`src/rtl/uart_cmd_responder_if.sv`:
```
// Byte-level link between the command responder and its UART receiver/transmitter.
// The responder takes the slave view; the UART side (or a bench) takes the master view.
interface uart_cmd_responder_if;
    logic       Rx_valid;
    logic [7:0] rx_data;
    logic       o_Tx_DV;
    logic [7:0] o_Tx_Byte;
    logic       i_Tx_Active;
    logic       i_Tx_Done;

    modport slave (
        input  Rx_valid, rx_data, i_Tx_Active, i_Tx_Done,
        output o_Tx_DV, o_Tx_Byte
    );

    modport master (
        output Rx_valid, rx_data, i_Tx_Active, i_Tx_Done,
        input  o_Tx_DV, o_Tx_Byte
    );
endinterface

```
`src/rtl/uart_cmd_responder.sv`:
```
// Byte-command responder: 'W' addr data writes a 16x8 register file and ACKs,
// 'R' addr replies with the register; bad opcodes/addresses get a NAK.
module uart_cmd_responder #(
    parameter int TIMEOUT_CYCLES = 50_000_000
) (
    input  logic                     MAX10_CLK1_50,
    input  logic                     rst,
    uart_cmd_responder_if.slave      bus,
    output logic [7:0]               o_reg0,
    output logic                     o_busy,
    output logic                     o_overrun,
    output logic                     o_timeout
);

    localparam int                CNT_W    = $clog2(TIMEOUT_CYCLES);
    localparam logic [CNT_W-1:0]  CNT_LAST = CNT_W'(TIMEOUT_CYCLES - 1);

    localparam logic [7:0] OP_READ  = 8'h52;
    localparam logic [7:0] OP_WRITE = 8'h57;
    localparam logic [7:0] RSP_ACK  = 8'h06;
    localparam logic [7:0] RSP_NAK  = 8'h15;

    typedef enum logic [2:0] {
        IDLE,
        GET_ADDR,
        GET_DATA,
        SEND,
        WAIT_DONE
    } state_e;

    state_e           state_q;
    logic             is_write_q;
    logic [3:0]       addr_q;
    logic [7:0]       tx_byte_q;
    logic             tx_dv_q;
    logic             overrun_q;
    logic             timeout_q;
    logic [CNT_W-1:0] cnt_q;
    logic [7:0]       regs_q [16];

    // NOTE: every register here is state, so it is only ever assigned with <=;
    // a blocking = would let later reads in this block see the new value early.
    always_ff @(posedge MAX10_CLK1_50) begin
        if (!rst) begin
            state_q    <= IDLE;
            is_write_q <= 1'b0;
            addr_q     <= '0;
            tx_byte_q  <= '0;
            tx_dv_q    <= 1'b0;
            overrun_q  <= 1'b0;
            timeout_q  <= 1'b0;
            cnt_q      <= '0;
            // NOTE: the register file must come up as all zeros, so it is a reset
            // flop array rather than a RAM macro (which could not be cleared in one edge).
            for (int i = 0; i < 16; i++) begin
                regs_q[i] <= '0;
            end
        end else begin
            tx_dv_q   <= 1'b0;
            timeout_q <= 1'b0;
            if (bus.Rx_valid) begin
                cnt_q <= '0;
            end

            case (state_q)
                IDLE: begin
                    if (bus.Rx_valid) begin
                        if (bus.rx_data == OP_READ || bus.rx_data == OP_WRITE) begin
                            is_write_q <= (bus.rx_data == OP_WRITE);
                            state_q    <= GET_ADDR;
                        end else begin
                            tx_byte_q <= RSP_NAK;
                            state_q   <= SEND;
                        end
                    end
                end

                GET_ADDR: begin
                    if (bus.Rx_valid) begin
                        if (bus.rx_data[7:4] != 4'h0) begin
                            tx_byte_q <= RSP_NAK;
                            state_q   <= SEND;
                        end else if (is_write_q) begin
                            addr_q  <= bus.rx_data[3:0];
                            state_q <= GET_DATA;
                        end else begin
                            tx_byte_q <= regs_q[bus.rx_data[3:0]];
                            state_q   <= SEND;
                        end
                    end else if (cnt_q == CNT_LAST) begin
                        timeout_q <= 1'b1;
                        cnt_q     <= '0;
                        state_q   <= IDLE;
                    end else begin
                        cnt_q <= cnt_q + CNT_W'(1);
                    end
                end

                GET_DATA: begin
                    if (bus.Rx_valid) begin
                        regs_q[addr_q] <= bus.rx_data;
                        tx_byte_q      <= RSP_ACK;
                        state_q        <= SEND;
                    end else if (cnt_q == CNT_LAST) begin
                        // Partial write abandoned: nothing reaches the register file.
                        timeout_q <= 1'b1;
                        cnt_q     <= '0;
                        state_q   <= IDLE;
                    end else begin
                        cnt_q <= cnt_q + CNT_W'(1);
                    end
                end

                SEND: begin
                    if (bus.Rx_valid) begin
                        overrun_q <= 1'b1;
                    end
                    if (!bus.i_Tx_Active) begin
                        tx_dv_q <= 1'b1;
                        state_q <= WAIT_DONE;
                    end
                end

                WAIT_DONE: begin
                    if (bus.Rx_valid) begin
                        overrun_q <= 1'b1;
                    end
                    if (bus.i_Tx_Done) begin
                        state_q <= IDLE;
                    end
                end

                default: state_q <= IDLE;
            endcase
        end
    end

    assign bus.o_Tx_DV   = tx_dv_q;
    assign bus.o_Tx_Byte = tx_byte_q;
    assign o_reg0        = regs_q[0];
    assign o_busy        = (state_q != IDLE);
    assign o_overrun     = overrun_q;
    assign o_timeout     = timeout_q;

endmodule

```
`src/flat_wrapper.sv`:
```
// flat-port wrapper written by rule: the top's interface ports become plain ports
module uart_cmd_responder_flat 
#(
    parameter int TIMEOUT_CYCLES = 50_000_000
)
  (MAX10_CLK1_50, rst, o_reg0, o_busy, o_overrun, o_timeout, bus_Rx_valid, bus_rx_data, bus_i_Tx_Active, bus_i_Tx_Done, bus_o_Tx_DV, bus_o_Tx_Byte);
  uart_cmd_responder_if bus_i ();
  input  logic MAX10_CLK1_50;
  input  logic rst;
  output logic [7:0] o_reg0;
  output logic o_busy;
  output logic o_overrun;
  output logic o_timeout;
  input wire logic [$bits(bus_i.Rx_valid)-1:0] bus_Rx_valid;
  input wire logic [$bits(bus_i.rx_data)-1:0] bus_rx_data;
  input wire logic [$bits(bus_i.i_Tx_Active)-1:0] bus_i_Tx_Active;
  input wire logic [$bits(bus_i.i_Tx_Done)-1:0] bus_i_Tx_Done;
  output wire logic [$bits(bus_i.o_Tx_DV)-1:0] bus_o_Tx_DV;
  output wire logic [$bits(bus_i.o_Tx_Byte)-1:0] bus_o_Tx_Byte;
  assign bus_i.Rx_valid = bus_Rx_valid;
  assign bus_i.rx_data = bus_rx_data;
  assign bus_i.i_Tx_Active = bus_i_Tx_Active;
  assign bus_i.i_Tx_Done = bus_i_Tx_Done;
  assign bus_o_Tx_DV = bus_i.o_Tx_DV;
  assign bus_o_Tx_Byte = bus_i.o_Tx_Byte;
  uart_cmd_responder #(.TIMEOUT_CYCLES(TIMEOUT_CYCLES)) u_core (.MAX10_CLK1_50(MAX10_CLK1_50), .rst(rst), .bus(bus_i), .o_reg0(o_reg0), .o_busy(o_busy), .o_overrun(o_overrun), .o_timeout(o_timeout));
endmodule
```
`config.mk`:
```
export PLATFORM = sky130hd
export DESIGN_NAME = uart_cmd_responder_flat
export DESIGN_NICKNAME = d
export VERILOG_FILES = /design/src/rtl/uart_cmd_responder_if.sv /design/src/rtl/uart_cmd_responder.sv /design/src/flat_wrapper.sv
export SDC_FILE = /design/constraint.sdc
export NUM_CORES = 1
export LEC_CHECK = 0
export ABC_CLOCK_PERIOD_IN_PS = 2600
export CAP_MARGIN = 20
export CORE_MARGIN = 4
export CORE_UTILIZATION = 40
export DETAILED_ROUTE_END_ITERATION = 8
export DONT_BUFFER_PORTS = 1
export GPL_ROUTABILITY_DRIVEN = 0
export PLACE_DENSITY = 0.57
export SYNTH_ARGS = -nofsm -noshare
export SYNTH_HDL_FRONTEND = slang
export SYNTH_SLANG_ARGS = --single-unit
```
`constraint.sdc`:
```
create_clock -name MAX10_CLK1_50 -period 2.6 [get_ports MAX10_CLK1_50]
set_input_delay 0.26 -clock MAX10_CLK1_50 [delete_from_list [all_inputs] [get_ports MAX10_CLK1_50]]
set_output_delay 0.26 -clock MAX10_CLK1_50 [all_outputs]
set_load 0.02 [all_outputs]
```
==> flow_summary.ini <==
[power_and_ir_drop]
p_leak_nw = 3.049
cellPowerDensity_nw_per_um2 = 666.1
ir_worst_vdd_mv = 0.3963
power_mw = 6.015

[timing]
tns_ns = 0
slew_headroom_pct = 51.37
worst_clock_skew_ns = 0.01210
worst_slew_pin_slew_ns = 0.7251
clock.fmax_mhz = 423.2
finalMaxSlewViolations = 0
setup_viol = 0
hold_slack_ns = 0.01628
rsz0062_at_grt = false
period_share_pct = 90.89
fin_crit_ns = 2.363
timing.final.hold_violations = 0

[run_status]
status = complete, no violations

[synth]
synth-edff-count = 128
syn_nets = 676
yosys_register_bits = 173
synth.avg_cell_area_um2 = 12.24
ys_warn_count = 0
synthFlopType = edfxtp_1
synth_cell_types = 50
syn-cell-area_um2 = 8105
async_reset_ff_share_pct = 0
syn_inst = 662
yosysSeqAreaShare_pct = 58.54

[global_route]
antenna_found_initial = 0
grt_pass1_wl_um = 30440
grt_max_degree = 54
grt_pass1_vias = 5077
track_usage_pct = 18.07
overflow = 0

[clock_network]
cts_resized = 0
clk_pin_slew_ns = 0.07
cts_num_sinks = 173
cts_htree_levels = 4
cts_inserted_buffers = 17
cts_tree = yes
clockRootBuffer = clkbuf_16
clockBufferDepth = 2
clk_latency_ns = 0.43

[critical_path]
slowest_delay_ns = 0.67
critPathBufInv = 0
worstSetupStartpointType = flop
worstPathRequired_ns = 2.89
worstPathMaxFanout = 21
arrival_ns = 2.66
slowest_stage = or4_1
path_class = reg -> reg
end_kind = flop
critical_path.top_delay_family = simple AND/OR/NAND/NOR gates
cp_cell_sequence = ha_1 -> nand2_1 -> or2_1 -> or4_1 -> o21bai_4 -> nor2_1

[floorplanning]
rows = 51
dieArea_um2 = 22610
initial_core_util_pct = 41.11
die_height_um = 150.4
fp.dieW_um = 150.4
ioPinCount = 33
core_um2 = 19720

[route]
viasPerCell = 5.526
drc = 0
ant_nets = 0
wl_per_cell_um = 20.80
drt_wl_total_um = 19510
drtIter0Drc = 424
dr_total_vias = 5183
firstDrtPassIters = 5

[worst_hold_path]
hp-class = in -> reg

[placement]
dp.cells = 902
port_buffers = 0
hpwl_um = 12800

[final_layout]
final_util_pct = 45.80
layout_common_cells = edfxtp_1, and2_1, nor2_1, dfxtp_1
syn_to_final_growth_pct = 11.41
final_cells = 938
drive_gt1_share_pct = 12.63
nNetsFinal = 674
final_common_cell = edfxtp_1
antennaDiodeCount = 0

[flow_run]
drv_cap = 0
-- per-layer routing --
metal,share of wire (%),track usage (%),up-vias
met1,44,24.88,2607
met5,0,0,-
li1,-,-,2411
met4,1.4,4.712,0
met3,6.2,4.937,21
met2,48,28.41,144
-- report_power, final --
part	switching (mW)	total [mW]	internal [mW]	leakage, nW
Combinational	0.157	0.287	0.130	1.08
Sequential	0.0594	3.10	3.04	1.68
Clock	1.07	2.63	1.56	0.285
-- cell families after synthesis --
group                    after synthesis  synth area share, %
buffers and inverters                 52                2.794
AO/OA/AOI/OAI                         60                4.832
XOR/XNOR                              22                2.377
flip-flops                           173                58.54
AND/OR/NAND/NOR                      311                21.61
multiplexers                          43                9.694
adder cells (fa/ha/maj)                1               0.1543
-- cells in the mapped netlist, types with 4 or more instances --
master / n / area share (%)
edfxtp_1: 128 / 47
and2_1: 125 / 9.6
dfxtp_1: 45 / 11
nor2_1: 45 / 2.1
clkbuf_1: 30 / 1.4
mux4_2: 28 / 7.8
nand2_1: 28 / 1.3
nor3_1: 28 / 1.7
nand3_1: 22 / 1.4
o21ai_0: 21 / 1.3
xnor2_1: 19 / 2.1
a21oi_1: 11 / 0.68
mux2i_1: 11 / 1.4
nor2b_1: 11 / 0.85
buf_2: 10 / 0.62
nand2b_1: 10 / 0.77
nor4_1: 9 / 0.69
inv_1: 7 / 0.32
nand4_1: 7 / 0.54
or4_1: 5 / 0.46
a22oi_1: 4 / 0.37
a31oi_1: 4 / 0.31
a32o_1: 4 / 0.49
and3_1: 4 / 0.31
mux2_2: 4 / 0.56
o211ai_1: 4 / 0.37
or3_1: 4 / 0.31
-- stage by stage --
step                      worst slack (ns)  instance area [µm²]
after floorplan                     0.4503                 8105
after global placement              0.3331                 8387
after detailed placement            0.2535                 8387
after CTS                           0.2419                 9020
after global routing               0.07265                 9030
final                               0.2369                 9030
-- flip-flops by register name (all words and copies together) (netlist names) --
register,count
u_core.is_write_q,1
u_core.regs_q,128
u_core.addr_q,4
u_core.cnt_q,26
u_core.bus.o_Tx_Byte,8
u_core.o_overrun,1
u_core.state_q,3
u_core.bus.o_Tx_DV,1
u_core.o_timeout,1
-- final timing paths --
| kind | startpoint | to | slack [ns] | cells after the start |
|---|---|---|---|---|
| setup / recovery | u_core.cnt_q[0]$_SDFF_PN0_ | u_core.cnt_q[3]$_SDFF_PN0_ | 0.24 | 6 |
| hold / removal | rst | u_core.bus.o_Tx_Byte[0]$_SDFFE_PN0P_ | 0.02 | 2 |
| setup reg to reg | u_core.cnt_q[0]$_SDFF_PN0_ | u_core.cnt_q[3]$_SDFF_PN0_ | 0.24 | 6 |
| hold reg to reg | u_core.cnt_q[1]$_SDFF_PN0_ | u_core.cnt_q[1]$_SDFF_PN0_ | 0.48 | 2 |
-- cell type report --
class                           instances  area [µm²]
Fill cell                            1762       10690
Sequential cell                       173        4745
Multi-Input combinational cell        437        3134
Clock buffer                           21       460.4
Tap cell                              265       331.6
Timing Repair Buffer                   24       190.2
Clock inverter                         11       142.6
Inverter                                7       26.28
-- worst reg2reg max path: cells and delay by family (launching register included) --
family | cells | cell delay (ns)
DFF | 1 | 0.37
AOI/OAI and AO/OA | 1 | 0.52
adders and majority gates | 1 | 0.18
and+or+nand+nor | 4 | 1.16
-- what timing repair did --
action,4_1_cts,5_1_grt
hold endpoints to repair,13,1
setup endpoints to repair,0,0
buffers inserted,0,0
hold buffers,3,1
Note: power is estimated with default switching activity, not from simulation.
